==> src/rtl/mem_fetch_unit.sv <==
// Memory fetch unit: turns the multicycle FSM's IorD/MemWE/IRWrite strobes into a
// req/ack transaction and holds IR/MDR. Optional watchdog enabled by MEM_TIMEOUT_EN.
module mem_fetch_unit #(
   parameter int ADDR_W  = 32,
   parameter int TIMEOUT = 16
) (
   input  logic              clk,
   input  logic              reset,
   input  logic              IorD,
   input  logic              MemWE,
   input  logic              IRWrite,
   input  logic [ADDR_W-1:0] pc,
   input  logic [31:0]       aluout,
   input  logic [31:0]       wdata,
   output logic              mem_req,
   output logic              mem_we,
   output logic [ADDR_W-1:0] mem_addr,
   output logic [31:0]       mem_wdata,
   input  logic [31:0]       mem_rdata,
   input  logic              mem_ack,
   output logic              stall,
   output logic [5:0]        opcode,
   output logic [4:0]        rs,
   output logic [4:0]        rt,
   output logic [4:0]        rd,
   output logic [4:0]        shamt,
   output logic [5:0]        funct,
   output logic [31:0]       imm_sext,
   output logic [25:0]       jtarget,
   output logic [31:0]       mdr,
   output logic              err
);

   typedef enum logic [1:0] {IDLE, BUSY, DONE} state_t;

   state_t            state, state_nx;
   logic [31:0]       ir;
   logic              cap_fetch, cap_load;
   logic              acc_fetch, acc_store, acc_load, acc_any;
   logic [ADDR_W-1:0] addr_sel;
   logic              misal;
   logic              tmo;

   assign acc_fetch = IRWrite;
   assign acc_store = MemWE & ~IRWrite;
   assign acc_load  = IorD & ~MemWE & ~IRWrite;
   assign acc_any   = acc_fetch | acc_store | acc_load;
   assign addr_sel  = IorD ? aluout[ADDR_W-1:0] : pc;
   assign misal     = |addr_sel[1:0];

`ifdef MEM_TIMEOUT_EN
   localparam int TW = $clog2(TIMEOUT + 1);
   logic [TW-1:0] tcnt;

   // Counts BUSY cycles without an ack; the TIMEOUT-th such cycle aborts.
   assign tmo = (state == BUSY) && !mem_ack && (tcnt == TW'(TIMEOUT - 1));

   always_ff @(posedge clk) begin
      if (reset)
         tcnt <= '0;
      else if (state != BUSY)
         tcnt <= '0;
      else if (!mem_ack && !tmo)
         tcnt <= tcnt + TW'(1);
   end
`else
   logic unused_timeout;
   assign unused_timeout = (TIMEOUT > 0);
   assign tmo = 1'b0;
`endif

   always_ff @(posedge clk) begin
      if (reset) state <= IDLE;
      else       state <= state_nx;
   end

   always_comb begin
      state_nx = state;
      case (state)
         IDLE:    if (acc_any && !misal) state_nx = BUSY;
         BUSY:    if (mem_ack || tmo)    state_nx = DONE;
         DONE:    state_nx = IDLE;
         default: state_nx = IDLE;
      endcase
   end

   always_ff @(posedge clk) begin
      if (reset) begin
         ir        <= '0;
         mdr       <= '0;
         mem_req   <= 1'b0;
         mem_we    <= 1'b0;
         mem_addr  <= '0;
         mem_wdata <= '0;
         err       <= 1'b0;
         cap_fetch <= 1'b0;
         cap_load  <= 1'b0;
      end else begin
         case (state)
            IDLE: if (acc_any) begin
               if (misal) begin
                  // Misaligned accesses never reach memory; a fetch becomes a nop.
                  err <= 1'b1;
                  if (acc_fetch) ir <= '0;
               end else begin
                  mem_req   <= 1'b1;
                  mem_we    <= acc_store;
                  mem_addr  <= addr_sel;
                  mem_wdata <= wdata;
                  cap_fetch <= acc_fetch;
                  cap_load  <= acc_load;
               end
            end
            BUSY: begin
               if (mem_ack) begin
                  mem_req <= 1'b0;
                  if (cap_fetch) ir  <= mem_rdata;
                  if (cap_load)  mdr <= mem_rdata;
               end else if (tmo) begin
                  mem_req <= 1'b0;
                  err     <= 1'b1;
                  if (cap_fetch) ir <= '0;
               end
            end
            default: ;
         endcase
      end
   end

   // mem_req is high exactly while BUSY, which is also when the FSM must hold.
   assign stall    = mem_req;
   assign opcode   = ir[31:26];
   assign rs       = ir[25:21];
   assign rt       = ir[20:16];
   assign rd       = ir[15:11];
   assign shamt    = ir[10:6];
   assign funct    = ir[5:0];
   assign jtarget  = ir[25:0];
   assign imm_sext = {{16{ir[15]}}, ir[15:0]};

endmodule
==> config.mk <==
export PLATFORM = sky130hd
export DESIGN_NAME = mem_fetch_unit
export DESIGN_NICKNAME = d
export VERILOG_FILES = /design/src/rtl/mem_fetch_unit.sv
export SDC_FILE = /design/constraint.sdc
export NUM_CORES = 1
export LEC_CHECK = 0
export CELL_PAD_IN_SITES_DETAIL_PLACEMENT = 0
export CELL_PAD_IN_SITES_GLOBAL_PLACEMENT = 1
export CORE_MARGIN = 3
export CORE_UTILIZATION = 24
export DETAILED_ROUTE_END_ITERATION = 10
export GPL_ROUTABILITY_DRIVEN = 0
export PLACE_DENSITY = 0.81
export SLEW_MARGIN = 20
export SYNTH_ARGS = -nofsm -noshare
export SYNTH_HDL_FRONTEND = slang
export SYNTH_SLANG_ARGS = --single-unit
==> constraint.sdc <==
create_clock -name clk -period 1.75 [get_ports clk]
set_clock_uncertainty 0.15 [all_clocks]
set_input_delay 0.175 -clock clk [delete_from_list [all_inputs] [get_ports clk]]
set_output_delay 0.175 -clock clk [all_outputs]
set_load 0.01 [all_outputs]
==> out/qor.yml <==
power_and_ir_drop:
  power.leakage_nw: 3.629
  powerDensity_nw_per_um2: 831.8
  ir_worst_vdd_v: 0.0005911
route:
  routed_wl_um: 19280
  num_vias: 5217
  drt-pass1-iter-count: 4
  via_per_inst: 4.241
  wl_per_cell_um: 15.68
  drtIter0Drc: 249
  ant_nets: 0
  drc: 0
synthesis:
  synth_adder_area_share_pct: 0
  postSynthAreaPerCell_sq_um: 9.090
  yosys_warnings: 0
  synth-xor-area-share_pct: 0
  synth_compound_area_share_pct: 18.78
  yosys.area_share.simple_pct: 16.62
  synth_top_family_by_area: "compound AO/OA/AOI/OAI gates"
  yosys_register_bits: 135
  synth.distinct_cells: 32
  synthCells: 631
  syn_area_sq_um: 5736
  seq_area_frac_synth_pct: 47.12
  postSynthNetCount: 765
  synth.area.mux_share_pct: 5.410
clocking:
  clock_latency_ns: 0.41
  htree_levels: 4
  cts-root-buf: "clkbuf_16"
  clock-sinks: 135
  path_clk_slew_ns: 0.06
  cts.hold.buffers_added: 0
  cts_max_path_buffers: 2
  cts_tree: "done"
  cts_made_buffers: 17
finish:
  num_antenna_cells: 0
  syn2layout_area_growth_pct: 71.92
  nFillCells: 2271
  instances_no_fill: 1230
  drive_gt1_share_pct: 13.85
  nets: 1038
  fin_area_sq_um: 9861
timing:
  final-setup-viol-count: 15
  finalCritPeriodShare_pct: 100.8
  relSlewSlack_pct: 70.60
  tightest_slew_ns: 0.4410
  period_needed_ns: 1.764
  rsz0062_at_grt: "true"
  fin_ws_ns: -0.01414
  hold_violations: 0
  finalMaxSlewViolations: 0
  max_freq_ghz: 0.5668
  setup_tns_ns: -0.09778
setup_path:
  cp.required_ns: 1.90
  critPathCaptureType: "flip-flop"
  setup.worst_path.class: "flip-flop to flip-flop"
  crit_family: "compound AO/OA/AOI/OAI gates"
  crit_arrival_ns: 1.91
  cp_cell_sequence: "buf_6 -> nor2_4 -> o211ai_1 -> a211oi_4 -> buf_12 -> clkbuf_16 -> o2bb2ai_4"
  cp_max_fo: 8
  slowest_delay_ns: 0.39
  critPathBufInv: 3
  cp-start-kind: "flip-flop"
  slowest_stage: "a211oi_4"
die:
  boundaryPins: 324
  core_area_sq_um: 23050
  initial_core_util_pct: 24.88
  num_rows: 55
  die_area_sq_um: 25790
  fp.dieW_um: 160.6
  die_h_um: 160.6
placed_design:
  dpl.hpwl_um: 13910
  placed_cell_area_sq_um: 9027
  place_inst: 1189
  place_ws_ns: -0.2417
  placement.io_buffers: 323
outcome:
  status: "finished, violations left"
  violations: "setup timing"
worst_hold_path:
  hold_class: "input port to flip-flop"
grt:
  grt_usage_pct: 14.14
  grt_overflow_total: 0
  grt_pass1_vias: 5211
  grt_pass1_wl_um: 29110
  grt_max_degree: 81
  grt_antenna_before_repair: 1
run:
  maxCapViolCount: 0
-- repair_timing --
action | 4_1_cts | 5_1_grt
setup buffers | 0 | 6
resized for setup | 24 | 27
setup endpoints to repair | 38 | 70
cloned | 0 | 3
pin swaps | 0 | 13
-- Yosys cell counts, drive strengths merged --
library cell,n,area (sq um)
dfxtp,135,2703
nand2,132,495.5
buf,84,601.8
a21oi,69,345.3
nor2,38,142.6
a211oi,32,385.4
nand2b,32,200.2
o2bb2ai,32,280.3
mux2i,31,310.3
clkbuf,22,82.58
nor3,4,25.02
nor3b,4,45.05
inv,2,7.510
o211ai,2,20.02
or2,2,12.51
a22oi,1,7.510
a311oi,1,8.760
a31oi,1,6.260
nand3,1,5.000
nand3b,1,7.510
nand4b,1,8.760
o211a,1,10.01
o21ai,1,5.000
o31a,1,8.760
or3,1,11.26
-- placed cells by master, fill, tap and decap left out, drive strengths merged, types with 2 or more instances in the layout --
cell type      netlist  layout
a211oi              32      32
a21oi               69      69
buf                 84      37
bufinv               0       3
clkbuf              22      21
clkdlybuf4s50        0     293
clkinv               0       3
clkinvlp             0       5
dfxtp              135     135
dlygate4sd2          0      22
dlymetal6s2s         0       6
inv                  2       4
mux2i               31      31
nand2              132     132
nand2b              32      32
nor2                38      38
nor3                 4       4
nor3b                4       4
o211ai               2       2
o2bb2ai             32      32
or2                  2       2
-- per-layer routing --
layer,track usage [%],share of wire [%]
met1,15.53,40
met2,25.39,50
met3,5.881,8.1
met4,3.235,1.3
met5,0,0.067
-- area by class of cell --
type	count	area, sq um	share of cell area [%]
multi-input combinational	388	2464	24.98
clock buffer	19	442.9	4.492
sequential	135	2713	27.51
timing repair buffer	360	3671	37.23
inverter	2	7.507	0.07613
tap	313	391.6	3.972
clock inverter	13	171.4	1.738
-- sequential cells by signal, indices dropped and copies added (netlist names) --
| name | count |
|---|---|
| cap_fetch | 1 |
| cap_load | 1 |
| err | 1 |
| ir | 32 |
| mdr | 32 |
| mem_addr | 32 |
| mem_req | 1 |
| mem_wdata | 32 |
| mem_we | 1 |
| state | 2 |
-- worst reg2reg max path, delay by kind of cell, from the launching register on --
family	cells	cell delay [ns]
buf+inv	3	0.47
flops	1	0.36
simple gates	1	0.06
compound gates	3	0.62
-- report_power, final --
| part | leakage [nW] | switching, W | total (W) | internal (W) |
|---|---|---|---|---|
| logic | 2.25 | 0.000530 | 0.00123 | 0.000701 |
| clock network | 0.282 | 0.00143 | 0.00373 | 0.00230 |
| registers | 1.10 | 0.0000582 | 0.00324 | 0.00318 |
| total | 3.63 | 0.00202 | 0.00820 | 0.00618 |
-- path summary, 6_finish.rpt --
kind / depth (start not counted) / to / start / slack [ns]
min: 3 / mdr[31] / reset / 0.12
max reg2reg: 7 / ir[31] / state[0] / -0.01
max: 7 / ir[31] / state[0] / -0.01
min reg2reg: 2 / mem_wdata[26] / mem_wdata[26] / 0.30
-- cell families after synthesis --
group	after synthesis
AOI/OAI and AO/OA	141
muxes	31
DFF	135
buffers and inverters	108
and+or+nand+nor	216
-- per-stage QoR --
| stage | hold WS (ns) | util (%) | total power, W |
|---|---|---|---|
| 6_report | 0.1198 | 42.77 | 0.008202 |
| 3_3_place_gp | 0.2908 | 39.16 | 0.004467 |
| 5_1_grt | 0.1195 | 42.77 | 0.008571 |
| 4_1_cts | 0.09581 | 41.72 | 0.008289 |
| 3_5_place_dp | 0.2961 | 39.16 | 0.004479 |
| 2_1_floorplan | 0.1419 | - | 0.003785 |
Power figures use the tool's default switching activity.
